$ cat src/rtl/wave_history_writer_pkg.sv
// Shared display-RAM constants, FSM encodings and amplitude helpers for the
// waveform history writer.
package wave_history_writer_pkg;

  localparam logic [7:0] NOTE_ON_START_ADDRESS  = 8'd4;
  localparam logic [7:0] OUT_HIST_START_ADDRESS = 8'd52;

  localparam int AMP_MSB = 28;
  localparam int AMP_LSB = 23;

  localparam logic [1:0] ARMED     = 2'd0;
  localparam logic [1:0] WAIT_TRIG = 2'd1;
  localparam logic [1:0] CAPTURE   = 2'd2;
  localparam logic [1:0] HOLD      = 2'd3;

  typedef struct packed {
    logic        we;
    logic [7:0]  addr;
    logic [31:0] din;
  } ramWrite_t;

  // Flipping the sign bit turns the top six two's-complement bits into offset binary.
  function automatic logic [5:0] ampEncode(input logic [5:0] sampleTop);
    return {~sampleTop[5], sampleTop[4:0]};
  endfunction

  function automatic logic [31:0] ramWord(input logic [5:0] amp);
    logic [31:0] word;
    word = '0;
    word[AMP_MSB:AMP_LSB] = amp;
    return word;
  endfunction

endpackage

$ cat src/rtl/wave_history_writer_if.sv
// Sample-stream input and display-RAM write port of the waveform history writer.
interface wave_history_writer_if;

  logic signed [15:0] sample;
  logic               sample_valid;
  logic               frame_done;
  logic               ram_we;
  logic [7:0]         ram_waddr;
  logic [31:0]        ram_din;
  logic               busy;

  modport master (
    output sample, sample_valid, frame_done,
    input  ram_we, ram_waddr, ram_din, busy
  );

  modport slave (
    input  sample, sample_valid, frame_done,
    output ram_we, ram_waddr, ram_din, busy
  );

endinterface

$ cat src/rtl/wave_history_writer_sample_decimator.sv
// Counts sample strobes and fires a decimated event on every DECIMATE-th one,
// passing along the top six bits of that cycle's sample.
module wave_history_writer_sample_decimator #(
  parameter int DECIMATE = 4
) (
  input  logic        clk,
  input  logic        reset,
  input  logic [15:0] sample_i,
  input  logic        sampleValid_i,
  output logic        decEvent_o,
  output logic [5:0]  decTop_o
);

  localparam int CW = (DECIMATE > 1) ? $clog2(DECIMATE) : 1;
  localparam logic [CW-1:0] LAST = CW'(DECIMATE - 1);

  logic [CW-1:0] count_q, count_d;
  logic          unusedLsbs;

  always_comb begin
    count_d = count_q;
    if (sampleValid_i) begin
      count_d = (count_q == LAST) ? '0 : count_q + 1'b1;
    end
  end

  always_ff @(posedge clk) begin
    if (reset) begin
      count_q <= '0;
    end else begin
      count_q <= count_d;
    end
  end

  assign decEvent_o = sampleValid_i && (count_q == LAST);
  assign decTop_o   = sample_i[15:10];

  // Display amplitude only needs six bits; the rest of the sample is dropped.
  assign unusedLsbs = ^sample_i[9:0];

endmodule

$ cat src/rtl/wave_history_writer.sv
// Captures one trigger-aligned screen-width of decimated audio into the
// output-history region of the display RAM, re-arming once per frame.
module wave_history_writer
  import wave_history_writer_pkg::*;
#(
  parameter logic [7:0] BASE_ADDR = OUT_HIST_START_ADDRESS,
  parameter int         HIST_LEN  = 160,
  parameter int         DECIMATE  = 4,
  parameter int         TIMEOUT   = 1024
) (
  input logic                 clk,
  input logic                 reset,
  wave_history_writer_if.slave bus
);

  localparam int TW = (TIMEOUT > 1) ? $clog2(TIMEOUT + 1) : 1;
  localparam logic [TW-1:0] TMO_LAST = TW'(TIMEOUT - 1);
  localparam logic [7:0]    COL_LAST = 8'(HIST_LEN - 1);

  logic          decEvent;
  logic [5:0]    decTop;
  logic          trig;
  logic [1:0]    state_q, state_d;
  logic [7:0]    col_q, col_d;
  logic [TW-1:0] tmo_q, tmo_d;
  logic          prevNeg_q, prevNeg_d;
  ramWrite_t     wr_q, wr_d;

  wave_history_writer_sample_decimator #(
    .DECIMATE(DECIMATE)
  ) u_decimator (
    .clk          (clk),
    .reset        (reset),
    .sample_i     (bus.sample),
    .sampleValid_i(bus.sample_valid),
    .decEvent_o   (decEvent),
    .decTop_o     (decTop)
  );

  assign trig = decEvent && prevNeg_q && !decTop[5];

  always_comb begin
    state_d   = state_q;
    col_d     = col_q;
    tmo_d     = tmo_q;
    prevNeg_d = prevNeg_q;
    wr_d      = wr_q;
    wr_d.we   = 1'b0;

    if (decEvent) begin
      prevNeg_d = decTop[5];
    end

    case (state_q)
      ARMED: begin
        if (decEvent) begin
          state_d = WAIT_TRIG;
          tmo_d   = '0;
        end
      end
      WAIT_TRIG: begin
        // A forced capture after the timeout keeps the display alive on DC or silence.
        if (decEvent) begin
          if (trig || (tmo_q == TMO_LAST)) begin
            wr_d    = '{we: 1'b1, addr: BASE_ADDR, din: ramWord(ampEncode(decTop))};
            state_d = (HIST_LEN == 1) ? HOLD : CAPTURE;
            col_d   = 8'd1;
          end else begin
            tmo_d = tmo_q + 1'b1;
          end
        end
      end
      CAPTURE: begin
        if (decEvent) begin
          wr_d = '{we: 1'b1, addr: BASE_ADDR + col_q, din: ramWord(ampEncode(decTop))};
          if (col_q == COL_LAST) begin
            state_d = HOLD;
            col_d   = '0;
          end else begin
            col_d = col_q + 1'b1;
          end
        end
      end
      HOLD: begin
        if (bus.frame_done) begin
          state_d = ARMED;
        end
      end
      default: state_d = ARMED;
    endcase
  end

  always_ff @(posedge clk) begin
    if (reset) begin
      state_q   <= ARMED;
      col_q     <= '0;
      tmo_q     <= '0;
      prevNeg_q <= 1'b0;
      wr_q      <= '0;
    end else begin
      state_q   <= state_d;
      col_q     <= col_d;
      tmo_q     <= tmo_d;
      prevNeg_q <= prevNeg_d;
      wr_q      <= wr_d;
    end
  end

  assign bus.ram_we    = wr_q.we;
  assign bus.ram_waddr = wr_q.addr;
  assign bus.ram_din   = wr_q.din;
  assign bus.busy      = (state_q == WAIT_TRIG) || (state_q == CAPTURE);

endmodule

$ cat src/flat_wrapper.sv
// flat-port wrapper written by rule: the top's interface ports become plain ports
module wave_history_writer_flat import wave_history_writer_pkg::*;
#(
  parameter logic [7:0] BASE_ADDR = OUT_HIST_START_ADDRESS,
  parameter int         HIST_LEN  = 160,
  parameter int         DECIMATE  = 4,
  parameter int         TIMEOUT   = 1024
)
  (clk, reset, bus_sample, bus_sample_valid, bus_frame_done, bus_ram_we, bus_ram_waddr, bus_ram_din, bus_busy);
  wave_history_writer_if bus_i ();
  input logic clk;
  input logic reset;
  input wire logic [$bits(bus_i.sample)-1:0] bus_sample;
  input wire logic [$bits(bus_i.sample_valid)-1:0] bus_sample_valid;
  input wire logic [$bits(bus_i.frame_done)-1:0] bus_frame_done;
  output wire logic [$bits(bus_i.ram_we)-1:0] bus_ram_we;
  output wire logic [$bits(bus_i.ram_waddr)-1:0] bus_ram_waddr;
  output wire logic [$bits(bus_i.ram_din)-1:0] bus_ram_din;
  output wire logic [$bits(bus_i.busy)-1:0] bus_busy;
  assign bus_i.sample = bus_sample;
  assign bus_i.sample_valid = bus_sample_valid;
  assign bus_i.frame_done = bus_frame_done;
  assign bus_ram_we = bus_i.ram_we;
  assign bus_ram_waddr = bus_i.ram_waddr;
  assign bus_ram_din = bus_i.ram_din;
  assign bus_busy = bus_i.busy;
  wave_history_writer #(.BASE_ADDR(BASE_ADDR), .HIST_LEN(HIST_LEN), .DECIMATE(DECIMATE), .TIMEOUT(TIMEOUT)) u_core (.clk(clk), .reset(reset), .bus(bus_i));
endmodule
$ cat config.mk
export PLATFORM = sky130hd
export DESIGN_NAME = wave_history_writer_flat
export DESIGN_NICKNAME = d
export VERILOG_FILES = /design/src/rtl/wave_history_writer_pkg.sv /design/src/rtl/wave_history_writer_if.sv /design/src/rtl/wave_history_writer_sample_decimator.sv /design/src/rtl/wave_history_writer.sv /design/src/flat_wrapper.sv
export SDC_FILE = /design/constraint.sdc
export NUM_CORES = 1
export LEC_CHECK = 0
export ABC_AREA = 0
export CAP_MARGIN = 40
export CORE_ASPECT_RATIO = 0.5
export CORE_MARGIN = 2
export CORE_UTILIZATION = 55
export CTS_BUF_LIST = sky130_fd_sc_hd__clkbuf_4 sky130_fd_sc_hd__clkbuf_8
export CTS_CLUSTER_DIAMETER = 40
export DETAILED_ROUTE_END_ITERATION = 16
export GPL_TIMING_DRIVEN = 0
export PLACE_DENSITY = 0.88
export RECOVER_POWER = 100
export SLEW_MARGIN = 40
export SYNTH_ARGS = -nofsm -noshare
export SYNTH_HDL_FRONTEND = slang
export SYNTH_SLANG_ARGS = --single-unit
$ cat constraint.sdc
create_clock -name clk -period 3.3 [get_ports clk]
set_input_delay 0.495 -clock clk [delete_from_list [all_inputs] [get_ports clk]]
set_output_delay 0.495 -clock clk [all_outputs]
set_load 0.005 [all_outputs]
==> key figures, run 1 <==
Clock tree
  – PostCTS Resize Cnt: 0
  – Total CTS buffers: 5
  – Worst-path clk slew: about 0.07 ns
  – H-tree Lvls: 2
  – Max clock buf depth: 2
  – CTS Hold Buffers Added: 0
  – Clk_lat worst skew: 0.30 ns
  – Root Driver: clkbuf_8
  – Clk sinks: 39
  – Post-CTS Setup Repair Bufs: 0
  – CTS tree: done

GRT
  – Largest net degree at the start of global routing: 12
  – GRT overflow: 0
  – Initial antenna violation count: 0
  – Vias in the first global route: 2,100
  – Total GRT Usage: roughly 25%
  – First-pass GRT wire length: 9870 µm

Logic synthesis
  – Largest cells by area after synthesis: dfxtp_1, buf_4, ha_1
  – Synth Warn #: 0
  – Ys async rst share: 0%
  – Post-synth EDFFs: 0
  – Post-synthesis xor/xnor area fraction: 1.44%
  – Largest family of logic cells by synthesized area: simple AND/OR/NAND/NOR gates
  – Post-synth top area share: 32.0%
  – Post-synthesis sequential area ratio: roughly 32%
  – Post-Synth Simple-Gate Area: 22.6%
  – Syn Area/Cell: 8.64 µm²
  – Post-Synth Adder-Cell Area: 4.62%
  – Netlist Area Pre-Place: 2440 µm²
  – Most frequent cells after synthesis: dfxtp_1, buf_4, a21oi_1, nand3_1, nand2_1
  – Synth area leader: dfxtp_1
  – Synth Area in Compound Gates: 22.1%
  – Post-Synthesis Cells: 282
  – Ys flop type: dfxtp_1
  – Count leader, synth: dfxtp_1
  – Mux share of post-synthesis cell area: 2.87%
  – Synth cell types: 60
  – Register bit count reported by yosys: 39

Run status
  – Run status: finished, final reports clean

STA
  – Max Clock Freq: 379 MHz
  – Final worst slack: between 0.6 and 0.7 ns
  – Final setup viols: 0
  – Hold Slack: 0.462 ns
  – Hold Fails Final Rpt: 0
  – Clk_skew: 0.00214 ns
  – Final min period: between 2 and 3 ns
  – Period utilization: 80.1%
  – Rel. slew slack: 43.6%
  – Fin. max-slew vios: 0
  – Tightest Pin Transition: 0.840 ns
  – RSZ-0062 raised after global routing: no
  – Setup_tns: 0 ns

Die
  – Die Height: 51.1 µm
  – Row cnt: 17
  – Die area: 5010 µm²
  – Die width: 98.1 µm
  – Initial Utilization: 56.2%
  – Core box area: ~4300 µm²
  – IO Pins: 62

Place
  – Dpl hpwl: ~4300 µm
  – Port bufs: 24
  – Dpl cells: around 390
  – Placer congestion estimate: around 0.9
  – Place WS: 0.984 ns
  – Placed cell areas: about 2800 µm²

Routing
  – Routed vias/inst: 5.99
  – Routed WL: 6190 µm
  – Post-DR wirelength/cell: 15.6 µm
  – 1st-iter DRT viols: 261
  – Drt first pass iters: 5
  – Via count: 2,371
  – Post-route ant nets: 0
  – DRC: 0

Cells and area
  – Finished Core Util: 67.1%
  – Non-Filler Instances: 396
  – Post-route cell area: 2910 µm²
  – Ant diodes: 0
  – Area Overhead vs Synth: 19.5%
  – Share of layout cells above drive strength 1: 14.7%
  – Nets: 367

Setup path
  – RR Startpoint: u_core.state_q[0]
  – Crit-path max FO: 10
  – Reg-to-reg slack, setup: approximately 0.66 ns
  – Setup CP Type: flip-flop to flip-flop
  – CP required: 3.54 ns
  – Reg2Reg Depth: 7
  – Critical path launch point type: flip-flop
  – Crit. End Element: flip-flop
  – CP Data Arrival Time: 2.88 ns
  – Reg-to-Reg End: u_core.bus.ram_din[26]
  – Crit path from: u_core.state_q[0]
  – Crit path to: u_core.bus.ram_din[26]

Power
  – Final Power: 1.26 mW
  – P per Cell Area: 434 nW/µm²
  – Peak VDD IR: 0.300 mV
  – Lkg Pwr: 1.26 nW

Min path
  – Cell depth of the worst hold path: 2
  – Hold Crit Class: flip-flop to flip-flop

Run
  – Max-cap viol count: 0
## cell usage in the layout (no fill, tap or decap), types with 11 or more instances in the layout
cell type,netlist,routed
clkbuf_1,8,11
inv_1,12,12
a21oi_1,19,19
dlygate4sd3_1,0,17
conb_1,1,26
nor2_1,10,11
nand3_1,16,16
nand2_1,15,15
buf_4,29,28
dfxtp_1,39,39
## worst min-delay path by stage
stage,end,start
finish,u_core.bus.ram_din[28],u_core.bus.ram_din[28]
global route,u_core.tmo_q[10],u_core.tmo_q[10]
CTS,u_core.bus.ram_din[28],u_core.bus.ram_din[28]
detailed placement,u_core.bus.ram_din[28],u_core.bus.ram_din[28]
global placement,u_core.tmo_q[10],u_core.tmo_q[10]
floorplan,u_core.tmo_q[10],u_core.tmo_q[10]
## sequential cells by signal, summed over array words and instances, names as in the netlist
register and flops:
u_core.tmo_q 11, u_core.bus.ram_waddr 8, u_core.col_q 8, u_core.bus.ram_din 6
u_core.state_q 2, u_core.u_decimator.count_q 2, u_core.bus.ram_we 1, u_core.prevNeg_q 1
## cell type report
cell class	instances	area, µm²
plain buffers	45	294
clock buffers	8	104
fillers	354	1430
inverters	12	45.0
multi-input cells	211	1380
flip-flops and latches	39	781
well taps	57	71.3
repair buffers	24	240
## logic make-up (layout without fill, tap and decap cells)
group,after synthesis,after routing
compound gates,73,73
xor+xnor,4,4
fa+ha+maj,9,9
buf+inv,57,89
flops,39,39
mux,7,7
other cells,1,26
simple gates,92,92
## critical path, cell delays in order, from the launching register on
cell      delay (ns)
dfxtp_1         0.39
inv_1           0.10
ha_1            0.40
nor2b_1         0.22
a22o_1          0.21
clkbuf_1        0.23
nor3_1          0.75
a22o_1          0.27
## layer usage
metal  vias up  routed length [µm]  track usage (%)
met1      1091                2460             30.1
li1       1109                   -                -
met4         0                 240             12.6
met5         -                   0                0
met2       138                2910             42.4
met3        33                 573             5.47
## report_power, final
| part | total (mW) | switching [mW] | internal [mW] |
|---|---|---|---|
| sequential | 0.523 | 0.0228 | 0.500 |
| clock | 0.368 | 0.169 | 0.199 |
| combinational | 0.372 | 0.214 | 0.157 |
Note: power is estimated with default switching activity, not from simulation.
==> run 2: changes to the inputs <==
--- a/config.mk
+++ b/config.mk
@@ -9,12 +9,12 @@
 export CAP_MARGIN = 40
 export CORE_ASPECT_RATIO = 0.5
 export CORE_MARGIN = 2
-export CORE_UTILIZATION = 55
+export CORE_UTILIZATION = 46
 export CTS_BUF_LIST = sky130_fd_sc_hd__clkbuf_4 sky130_fd_sc_hd__clkbuf_8
 export CTS_CLUSTER_DIAMETER = 40
 export DETAILED_ROUTE_END_ITERATION = 16
 export GPL_TIMING_DRIVEN = 0
-export PLACE_DENSITY = 0.88
+export PLACE_DENSITY = 0.79
 export RECOVER_POWER = 100
 export SLEW_MARGIN = 40
 export SYNTH_ARGS = -nofsm -noshare
==> constraint.sdc (replaced) <==
create_clock -name clk -period 2.25 [get_ports clk]
set_input_delay 0.3375 -clock clk [delete_from_list [all_inputs] [get_ports clk]]
set_output_delay 0.3375 -clock clk [all_outputs]
set_load 0.005 [all_outputs]
==> key figures, run 2 (synthesized netlist as in run 1, its figures left out) <==
Setup path
  – RR Startpoint: u_core.state_q[0]
  – Crit. End Element: flip-flop
  – Setup CP Type: flip-flop to flip-flop
  – Critical path launch point type: flip-flop
  – Crit-path max FO: 10
  – CP Data Arrival Time: roughly 2.3 ns
  – CP required: between 2 and 2.5 ns
  – Crit path from: u_core.state_q[0]

STA
  – Final setup viols: 0
  – Tightest Pin Transition: 0.553 ns
  – Rel. slew slack: ~63%
  – Final min period: 2.11 ns
  – Setup_tns: 0 ns
  – Clk_skew: 0.00262 ns
  – Hold Fails Final Rpt: 0
  – RSZ-0062 raised after global routing: no
  – Hold Slack: about 0.37 ns
  – Period utilization: a little over nine tenths
  – Max Clock Freq: 474 MHz
  – Fin. max-slew vios: 0

Power
  – Clk pwr share: 31.5%
  – Comb power frac: 29.5%
  – P per Cell Area: 663 nW/µm²
  – Sequential Power Share: 38.9%
  – P_int: 1.35 mW
  – Final Power: between 1.5 and 2 mW
  – Sw Share: a little under a third
  – Lkg Pwr: ~1.3 nW
  – Peak VDD IR: 0.360 mV
  – Sw power: approximately 0.62 mW

Cells and area
  – Most frequent cells in the layout: dfxtp_1, buf_4, conb_1
  – Ant diodes: 0
  – Largest register FFs: 11
  – FF/Latch Area: 781 µm²
  – Largest Register: u_core.tmo_q
  – Share of layout cells above drive strength 1: 16.8%
  – Commonest non-fill, non-tap cell in the layout: dfxtp_1
  – Nets: 367
  – Area Overhead vs Synth: 21.9%
  – Multi-input logic area: about 1400 µm²
  – # fillers: around 450

Routing
  – 1st-iter DRT viols: 126
  – Routed WL: 5950 µm
  – Routed vias/inst: between 5 and 6
  – Drt first pass iters: 4
  – Via count: roughly 2,300
  – Post-route ant nets: 0
  – Post-DR wirelength/cell: 14.5 µm
  – DRC: 0

Clock tree
  – Root Driver: clkbuf_8
  – Worst-path clk slew: 0.08 ns
  – Max clock buf depth: 2
  – CTS Hold Buffers Added: 0
  – Post-CTS Setup Repair Bufs: 0
  – CTS tree: done
  – Clk sinks: 39
  – H-tree Lvls: 2
  – Total CTS buffers: 5
  – Clk_lat worst skew: 0.29 ns

Die
  – IO Pins: 62
  – Die width: 107 µm
  – Core box area: 5020 µm²
  – Initial Utilization: 48.5%
  – Row cnt: 18
  – Die Height: 55.5 µm
  – Die area: 5930 µm²

Run
  – Max-cap viol count: 0

Min path
  – Hold Crit Class: input pin to flip-flop
  – Hold Startpoint: bus_sample_valid

Place
  – Port bufs: 24
  – Placer congestion estimate: 0.897
  – Dpl hpwl: between 4000 and 5000 µm

GRT
  – Vias in the first global route: 2,068
  – Initial antenna violation count: 0
  – GRT overflow: 0
  – Total GRT Usage: a little over 20%
  – Largest net degree at the start of global routing: 13
  – First-pass GRT wire length: ~10000 µm

Run status
  – Run status: finished, final reports clean
-- run 2: power by group through the flow --
stage	clock, mW	sequential [mW]	combinational, mW
2_1_floorplan	0	0.779	0.394
3_3_place_gp	0	0.782	0.558
3_5_place_dp	0	0.783	0.568
4_1_cts	0.624	0.768	0.576
5_1_grt	0.656	0.775	0.639
6_report	0.621	0.767	0.582
-- run 2: per-layer routing --
metal  wire, µm  GRT usage, %  up-vias
met5          0             0        -
met4        101          6.49        0
met3        414          3.66       11
met2       2670          32.3      101
met1       2760          29.2     1060
li1           -             -     1115
-- run 2: metrics by stage --
stage,std cells,cell area (µm²),utilization (%),setup slack [ns]
after floorplan,307,2530,-,0.354
after global placement,401,2860,56.9,0.125
after detailed placement,401,2860,56.9,0.0888
after CTS,409,2980,59.3,0.110
after global routing,409,2970,59.1,0.00195
final,409,2970,59.1,0.138
-- run 2: repair_timing --
action                                  CTS  global route
gates resized for setup                   0             1
hold endpoints to repair                  0             0
endpoints found under the setup margin    0             7
-- run 2: worst paths after layout --
path                              endpoint  slack (ns)  cells after the start
max                        u_core.col_q[3]        0.14                      7
min          u_core.u_decimator.count_q[0]        0.37                      3
max reg2reg                u_core.col_q[3]        0.14                      7
min reg2reg         u_core.bus.ram_din[28]        0.46                      2
-- run 2: layout make-up --
class	count	area share (%)
multi-input cells	211	47.3
flip-flops and latches	39	26.3
plain buffers	45	9.86
repair buffers	24	8.09
well taps	70	2.95
clock buffers	6	2.78
inverters	12	1.52
clock inverters	2	1.18
-- run 2: worst max-delay path, stage by stage (launching register included) --
cell	delay (ns)
dfxtp_1	0.39
inv_1	0.10
ha_1	0.43
and3_1	0.21
nand4_1	0.20
clkbuf_1	0.30
a21oi_1	0.25
o32ai_1	0.10
